File: config.mk
export PLATFORM = sky130hd
export DESIGN_NAME = bcd_modcnt_flat
export DESIGN_NICKNAME = d
export VERILOG_FILES = /design/src/rtl/bcd_pkg.sv /design/src/rtl/bcd_modcnt_if.sv /design/src/rtl/bcd_digit.sv /design/src/rtl/bcd_modcnt.sv /design/src/flat_wrapper.sv
export SDC_FILE = /design/constraint.sdc
export NUM_CORES = 1
export LEC_CHECK = 0
export BUFFER_PORTS_ARGS = -buffer_cell sky130_fd_sc_hd__buf_2
export CORE_MARGIN = 2
export CORE_UTILIZATION = 25
export CTS_CLUSTER_SIZE = 28
export DETAILED_ROUTE_END_ITERATION = 10
export GPL_TIMING_DRIVEN = 1
export PLACE_DENSITY = 0.42
export SLEW_MARGIN = 20
export SYNTH_ARGS = -nofsm -noshare
export SYNTH_HDL_FRONTEND = slang
export SYNTH_SLANG_ARGS = --single-unit
File: constraint.sdc
create_clock -name CLK -period 2.8 [get_ports CLK]
set_clock_uncertainty 0.05 [all_clocks]
set_input_delay 0 -clock CLK [delete_from_list [all_inputs] [get_ports CLK]]
set_output_delay 0 -clock CLK [all_outputs]
set_load 0.05 [all_outputs]
File: src/rtl/bcd_pkg.sv
// Shared definitions for the clock-datapath BCD counters and decoders.
//   bcd_t   : one BCD digit (4 bits)
//   bcd2_t  : two-digit BCD value {up, lo}
//   bcd_val : binary value of a two-digit BCD pair (8 bits, no overflow for 4-bit inputs)
package bcd_pkg;
    localparam int DIGIT_W   = 4;
    localparam int DIGIT_MAX = 9;
    localparam int MOD_MIN   = 2;
    localparam int MOD_MAX   = 99;

    typedef logic [DIGIT_W-1:0] bcd_t;

    typedef struct packed {
        bcd_t up;
        bcd_t lo;
    } bcd2_t;

    localparam bcd_t DMAX = bcd_t'(DIGIT_MAX);

    function automatic logic [7:0] bcd_val(input bcd_t up, input bcd_t lo);
        return 8'(up) * 8'd10 + 8'(lo);
    endfunction
endpackage

File: src/rtl/bcd_modcnt_if.sv
// Control/status bundle of one bcd_modcnt stage.
//   master: drives cnten, load, ldlow, ldup (and dir); observes digits, carry, loaderr
//   slave : the counter side
// Optional macro BCD_MODCNT_DOWN_EN adds the dir signal.
interface bcd_modcnt_if;
    import bcd_pkg::*;

    logic cnten;
`ifdef BCD_MODCNT_DOWN_EN
    logic dir;
`endif
    logic load;
    bcd_t ldlow;
    bcd_t ldup;
    bcd_t digitlow;
    bcd_t digitup;
    logic carry;
    logic loaderr;

    modport master (
        output cnten,
`ifdef BCD_MODCNT_DOWN_EN
        output dir,
`endif
        output load, ldlow, ldup,
        input  digitlow, digitup, carry, loaderr
    );

    modport slave (
        input  cnten,
`ifdef BCD_MODCNT_DOWN_EN
        input  dir,
`endif
        input  load, ldlow, ldup,
        output digitlow, digitup, carry, loaderr
    );
endinterface

File: src/rtl/bcd_digit.sv
// One decade counter step.
//   cur  : current digit        en  : step this cycle
//   dir  : 0 up / 1 down        term: value at which an up step wraps to 0
//   reld : value loaded when a down step wraps below 0
//   nxt  : next digit value     wrap: this digit wraps on the step
module bcd_digit
    import bcd_pkg::*;
(
    input  bcd_t cur,
    input  logic en,
    input  logic dir,
    input  bcd_t term,
    input  bcd_t reld,
    output bcd_t nxt,
    output logic wrap
);
    always_comb begin
        wrap = 1'b0;
        nxt  = cur;
        if (en) begin
            if (dir) begin
                wrap = (cur == 4'd0);
                nxt  = wrap ? reld : cur - 4'd1;
            end else begin
                wrap = (cur == term);
                nxt  = wrap ? 4'd0 : cur + 4'd1;
            end
        end
    end
endmodule

File: src/rtl/bcd_modcnt.sv
// Two-digit BCD modulo counter (0..MODULUS-1) with synchronous validated load
// and a combinational cascade carry/borrow.
//   CLK  : clock, rising edge       RST : async active-low reset
//   bus  : bcd_modcnt_if.slave (cnten, load, ldlow, ldup, [dir],
//          digitlow, digitup, carry, loaderr)
// Optional macro BCD_MODCNT_DOWN_EN enables dir and down counting.
module bcd_modcnt
    import bcd_pkg::*;
#(
    parameter int MODULUS = 60
) (
    input logic         CLK,
    input logic         RST,
    bcd_modcnt_if.slave bus
);
    generate
        if (MODULUS < MOD_MIN || MODULUS > MOD_MAX) begin : g_bad_mod
            $fatal(1, "bcd_modcnt: MODULUS %0d outside 2..99", MODULUS);
        end
    endgenerate

    localparam bcd_t TUP  = bcd_t'((MODULUS - 1) / 10);
    localparam bcd_t TLOW = bcd_t'((MODULUS - 1) % 10);

    bcd2_t cnt_q;
    logic  err_q;
    logic  dn;
    logic  step;
    logic  ld_ok;
    bcd_t  lo_term, lo_reld, lo_nxt, up_nxt;
    logic  lo_wrap, up_wrap;

`ifdef BCD_MODCNT_DOWN_EN
    assign dn = bus.dir;
`else
    assign dn = 1'b0;
`endif

    assign step = bus.cnten & ~bus.load;

    // In the top decade the ones digit wraps at TLOW instead of 9 (up), and
    // a borrow out of 00 reloads it with TLOW (down).
    assign lo_term = (cnt_q.up == TUP)  ? TLOW : DMAX;
    assign lo_reld = (cnt_q.up == 4'd0) ? TLOW : DMAX;

    bcd_digit u_lo (
        .cur  (cnt_q.lo),
        .en   (step),
        .dir  (dn),
        .term (lo_term),
        .reld (lo_reld),
        .nxt  (lo_nxt),
        .wrap (lo_wrap)
    );

    bcd_digit u_up (
        .cur  (cnt_q.up),
        .en   (lo_wrap),
        .dir  (dn),
        .term (TUP),
        .reld (TUP),
        .nxt  (up_nxt),
        .wrap (up_wrap)
    );

    assign ld_ok = (bus.ldlow <= DMAX) && (bus.ldup <= DMAX) &&
                   (bcd_val(bus.ldup, bus.ldlow) <= 8'(MODULUS - 1));

    always_ff @(posedge CLK or negedge RST) begin
        if (!RST) begin
            cnt_q <= '0;
            err_q <= 1'b0;
        end else begin
            err_q <= bus.load & ~ld_ok;
            if (bus.load) begin
                if (ld_ok) cnt_q <= '{up: bus.ldup, lo: bus.ldlow};
            end else begin
                cnt_q <= '{up: up_nxt, lo: lo_nxt};
            end
        end
    end

    // The tens digit only wraps when the whole value sits at the terminal
    // for the current direction and a step is taken, which is the cascade pulse.
    assign bus.carry    = up_wrap;
    assign bus.digitlow = cnt_q.lo;
    assign bus.digitup  = cnt_q.up;
    assign bus.loaderr  = err_q;
endmodule

File: src/flat_wrapper.sv
// flat-port wrapper written by rule: the top's interface ports become plain ports
module bcd_modcnt_flat import bcd_pkg::*;
#(
    parameter int MODULUS = 60
)
  (CLK, RST, bus_cnten, bus_load, bus_ldlow, bus_ldup, bus_digitlow, bus_digitup, bus_carry, bus_loaderr);
  bcd_modcnt_if bus_i ();
  input logic CLK;
  input logic RST;
  input wire logic [$bits(bus_i.cnten)-1:0] bus_cnten;
  input wire logic [$bits(bus_i.load)-1:0] bus_load;
  input wire logic [$bits(bus_i.ldlow)-1:0] bus_ldlow;
  input wire logic [$bits(bus_i.ldup)-1:0] bus_ldup;
  output wire logic [$bits(bus_i.digitlow)-1:0] bus_digitlow;
  output wire logic [$bits(bus_i.digitup)-1:0] bus_digitup;
  output wire logic [$bits(bus_i.carry)-1:0] bus_carry;
  output wire logic [$bits(bus_i.loaderr)-1:0] bus_loaderr;
  assign bus_i.cnten = bus_cnten;
  assign bus_i.load = bus_load;
  assign bus_i.ldlow = bus_ldlow;
  assign bus_i.ldup = bus_ldup;
  assign bus_digitlow = bus_i.digitlow;
  assign bus_digitup = bus_i.digitup;
  assign bus_carry = bus_i.carry;
  assign bus_loaderr = bus_i.loaderr;
  bcd_modcnt #(.MODULUS(MODULUS)) u_core (.CLK(CLK), .RST(RST), .bus(bus_i));
endmodule
======== Yosys cells after proc, flatten, opt, wreduce, memory -nomap -nowiden ========
Index checks and enable logic that the tools add are counted.
operators by class
  add/sub/neg operators ................... 3
  mux-type cells .......................... 8
  reduce and logical (&&, ||, !) cells .... 6
  multiply operators ...................... 1
  magnitude comparators ................... 3
  bitwise logic cells ..................... 4
  equal/unequal tests ..................... 3
operators with widths
  kind                                                            count
  two-way mux 4 bit                                               4
  two-way mux 8 bit                                               2
  adder 4 x 1 -> 4 bit, second input constant                     2
  adder 8 x 4 -> 8 bit                                            1
  less-or-equal comparator 4 bit, second input constant           2
  less-or-equal comparator 8 x 6 -> 1 bit, second input constant  1
  multiplier 4 x 3 -> 7 bit, second input constant                1
  == test 4 x 3 -> 1 bit, second input constant                   1
  == test 4 bit, second input constant                            1
  AND reduction 2 bit                                             2
  nonzero test 2 bit                                              2
  bitwise AND 1 bit                                               2
  logical AND 1 bit                                               2
  two-way mux 1 bit                                               2
  inequality test 2 x 1 -> 1 bit, second input constant           1
  NOT 1 bit                                                       2
storage, ports and cells
  input port bits ......................... 12
  register bits after elaboration ......... 9
  output and inout port bits .............. 10
  logic and storage cells ................. 31

======== Depth between registers and ports, before layout ========
  word-level depth ........................ 6
  depth in mapped cells ................... 11
  depth with buffers taken out ............ 10

======== Hierarchy ========
A second synthesis with hierarchy kept.
second synthesis, totals
  cells, all modules ...................... 172
  area, all modules ....................... 1336.3 µm²
modules (own cells, without submodules)
  module      sequential area each (µm²)  area each (µm²)  instances  cells an instance
  bcd_modcnt  225.2                       745.7            1          80
  bcd_digit   0.0                         295.3            2          46

======== Worst setup path before layout ========
No wires, ideal clock.
  path type ............................... reg2out
  from .................................... reg u_core.cnt_q, in the netlist u_core.bus.digitlow[2]
  to ...................................... out bus_carry
  stages on the path, launching flop included .. 5
  path buffers ............................ 0
  data arrival time ....................... 2550 ps
  slack ................................... 200 ps
  required time ........................... 2750 ps
  path through ............................ dfrtp_1 -> nand2b_1 -> nor4_4 -> nand2_1 -> nor3b_1
between the ends
  cells in the longest elaborated chain, start to end .. 3
RTL lines
  what                             RTL line            text
  from (decl)                      bcd_modcnt.sv:25    bcd2_t cnt_q;
  from (signal assigned)           bcd_modcnt.sv:76    if (ld_ok) cnt_q <= '{up: bus.ldup, lo: bus.ldlow};
  from (signal assigned)           bcd_modcnt.sv:78    cnt_q <= '{up: up_nxt, lo: lo_nxt};
  == test 4 bit                    bcd_digit.sv:25     wrap = (cur == term);
  two-way mux 1 bit (2 in series)  bcd_digit.sv:20     if (en) begin
  to (decl)                        flat_wrapper.sv:16  output wire logic [$bits(bus_i.carry)-1:0] bus_carry;
Every way passes these cells.

======== Worst setup path after layout ========
  from .................................... in bus_ldup[3]
  to ...................................... reg u_core.cnt_q, in the netlist u_core.bus.digitlow[1]
between the ends
  cells in the longest elaborated chain, start to end .. 6
  elaborated cells between the ends (all ways) .. 8
  classes of those cells .................. add/sub: 1; mul: 1; order compare: 2; eq/ne: 1; reduce/logical: 3
RTL lines
  what                                          RTL line            text
  from (decl)                                   flat_wrapper.sv:13  input wire logic [$bits(bus_i.ldup)-1:0] bus_ldup;
  multiplier 4 x 3 -> 7 bit                     bcd_pkg.sv:21       return 8'(up) * 8'd10 + 8'(lo);
  adder 8 x 4 -> 8 bit                          bcd_pkg.sv:21
  less-or-equal comparator 8 x 6 -> 1 bit       bcd_modcnt.sv:67    (bcd_val(bus.ldup, bus.ldlow) <= 8'(MODULUS - 1));
  logical AND 1 bit (*)                         bcd_modcnt.sv:66    assign ld_ok = (bus.ldlow <= DMAX) && (bus.ldup <= DMAX) &&
  inequality test 2 x 1 -> 1 bit (no line) (*)  -
  AND reduction 2 bit (no line) (*)             -
Mark *: on every way between the ends. The rest lies on a longest branch, timed or not.
A chain may end at the register's enable or synchronous reset.

==> reports/metrics.csv <==
metric,value,unit
status,finished clean,
hp-class,input port to flop,
synth_edf_count,0,
cts-root-buf,clkbuf_8,
power_frac_clock,17.3,%
post_cts_buffers,0,
synth.most_common_cell,inv_1,
die_h,66.20,µm
setup_violations,0,
nets,153,
synth_area,967.2,µm²
post_drt_wl_per_cell,13.70,µm
antenna_found_initial,0,
start_util,26.22,%
drc,0,
fillCellCount,399,
n_antenna_cell,0,
grt_pass1_vias,897,
grt_pass1_wl,4215,µm
ant_nets,0,
ys_seq_elements,9,
clock_latency,230,ps
routed_wl,2453,µm
p_seq_share,27.8,%
worst_ep_required_time,2860,ps
p_int,441.7,µW
port-buffer-count,21,
p_leak,0.0005118,µW
synthArstFlopShare,100.0,%
drive_gt1_share,23.66,%
p_total,888.8,µW
final_cell_count_no_fill,179,
power_density,755.7,mW/mm²
coreArea,0.003689,mm²
grt_start_max_net_pins,16,
drv_cap,0,
yosysWarningCount,0,
synthCells,106,
area_delta_synth_final,21.60,%
synth_top_area_share,23.29,%
gp_congestion,0.7888,
synth_area_leaders,"dfrtp_1, ha_1, a211oi_1",
cts_made_buffers,3,
slew_viol_final,0,
p_sw_share,50.30,%
dp_hpwl,1931,µm
max_slew_margin,73.36,%
yosys.area.top_type,dfrtp_1,
cp-end-kind,flop,
grt-ovfl-total,0,
num_vias,934,
cts_buffer_depth,2,
critical_path_class,input port to flop,
cp_max_fo,9,
critPathLaunchType,input port,
htreeDepth,1,
finalSetupTns,0,ps
synth_commonest_cells,"inv_1, dfrtp_1, a211oi_1, ha_1, nand2_1",
postSynthAreaPerCell,9.124,µm²
hold_viol_final,0,
first_iter_violations,34,
die_area,0.004382,mm²
ys_seq_area_share,23.29,%
ioPinCount,22,
rows,22,
finalCritPeriodShare,86.80,%
cts.sinks,9,
p_comb_share,54.9,%
worst_pin_slew,396.6,ps
dpl.cell_count,174,
p_sw,447.1,µW
period_needed,2430,ps
arrival,2490,ps
synth_flop_cell,dfrtp_1,
first_pass_iters,6,
tritoncts,done,
grt.total_usage,12.69,%
vias_per_cell,5.218,
ys_types,40,
ir_drop,0.1853,mV
die_w,66.20,µm
path_clk_slew,40,ps
synth_fp_nets,127,
rsz0062_at_grt,no,
max_freq,411.5,MHz
==> flip-flops by register name, summed over array words and instances (netlist names) <==
| name | flops |
|---|---|
| u_core.bus.digitlow | 4 |
| u_core.bus.digitup | 4 |
| u_core.bus.loaderr | 1 |
==> worst max-delay path, stage by stage <==
cell     delay [ps]
buf_2           150
ha_1            280
ha_1            210
inv_1            70
fa_1            480
xnor2_1         200
o41ai_4         340
a21oi_2          90
and2_1          270
a311o_1         390
==> metal layers <==
layer	GRT usage, %	wire length (µm)	vias to the layer above	part of all wire [%]
li1	-	-	451	-
met1	16.17	1141	449	47
met2	20.25	1122	28	46
met3	1.193	121	6	4.9
met4	8.163	68	0	2.8
met5	0	0	-	0
==> stage by stage <==
| stage | worst slack [ps] | util [%] | hold WS (ps) | cell area [µm²] |
|---|---|---|---|---|
| after detailed placement | 126.7 | 30.39 | -177.6 | 1121 |
| after CTS | 375.0 | 31.89 | 28.12 | 1176 |
| after global routing | 220.3 | 31.89 | 48.10 | 1176 |
| after global placement | 189.7 | 30.39 | -175.2 | 1121 |
| after floorplan | 200.2 | - | -345.6 | 967.2 |
| final | 369.6 | 31.89 | 22.84 | 1176 |
==> layout by cell type (no fill, tap or decap), types with 2 or more instances in the layout <==
| master | synthesis | layout |
|---|---|---|
| clkbuf_8 | 0 | 3 |
| xnor2_1 | 5 | 5 |
| nor2_1 | 4 | 4 |
| nand2_1 | 6 | 6 |
| fa_1 | 2 | 2 |
| xor2_1 | 2 | 2 |
| a21oi_1 | 4 | 4 |
| mux2i_1 | 2 | 2 |
| ha_1 | 7 | 7 |
| o21ai_0 | 4 | 4 |
| a211oi_1 | 7 | 7 |
| inv_1 | 13 | 13 |
| a311oi_1 | 5 | 5 |
| nand4b_1 | 2 | 2 |
| nor2b_1 | 3 | 3 |
| nor3b_1 | 3 | 3 |
| o311a_1 | 2 | 2 |
| nand3_1 | 2 | 2 |
| buf_2 | 0 | 21 |
| and3_1 | 2 | 2 |
| buf_4 | 0 | 2 |
| dfrtp_1 | 9 | 9 |
==> what timing repair did <==
item	4_1_cts	5_1_grt
gates resized for setup	0	0
hold endpoints to repair	9	0
hold buffers	1	0
endpoints found under the setup margin	0	0
==> power groups by stage <==
stage / Sequential [µW] / Clock (µW) / Combinational (µW)
finish: 247 / 154 / 488
floorplan: 397 / 0 / 226
global route: 259 / 165 / 529
detailed placement: 250 / 0 / 489
global placement: 250 / 0 / 492
CTS: 248 / 155 / 491
==> logic make-up after synthesis <==
| kind of cell | count (synthesis) | synth area share [%] |
|---|---|---|
| compound gates | 34 | 29.37 |
| simple gates | 28 | 17.59 |
| buf+inv | 17 | 8.149 |
| fa+ha+maj | 9 | 13.20 |
| flops | 9 | 23.29 |
| xor+xnor | 7 | 6.339 |
| mux | 2 | 2.070 |
==> area by class of cell <==
type	instances	area [µm²]	area share (%)
Timing Repair Buffer	24	130.1	11.06
Multi-Input combinational cell	80	663.1	56.38
Sequential cell	9	225.2	19.15
Clock buffer	4	45.04	3.830
Inverter	14	52.55	4.468
Tap cell	48	60.06	5.106
==> worst paths after layout <==
kind,depth (start not counted),slack [ps],from,to
hold reg to reg,1,570,u_core.bus.digitlow[0],u_core.bus.digitlow[0]
max in group asynchronous,2,2400,RST,u_core.bus.digitlow[0]
min in group asynchronous,2,100,RST,u_core.bus.digitup[0]
setup / recovery,10,370,bus_ldup[3],u_core.bus.digitlow[1]
setup reg to reg,5,850,u_core.bus.digitlow[2],u_core.bus.digitup[2]
hold / removal,3,20,bus_ldlow[3],u_core.bus.digitlow[3]
Note: power is estimated with default switching activity, not from simulation.
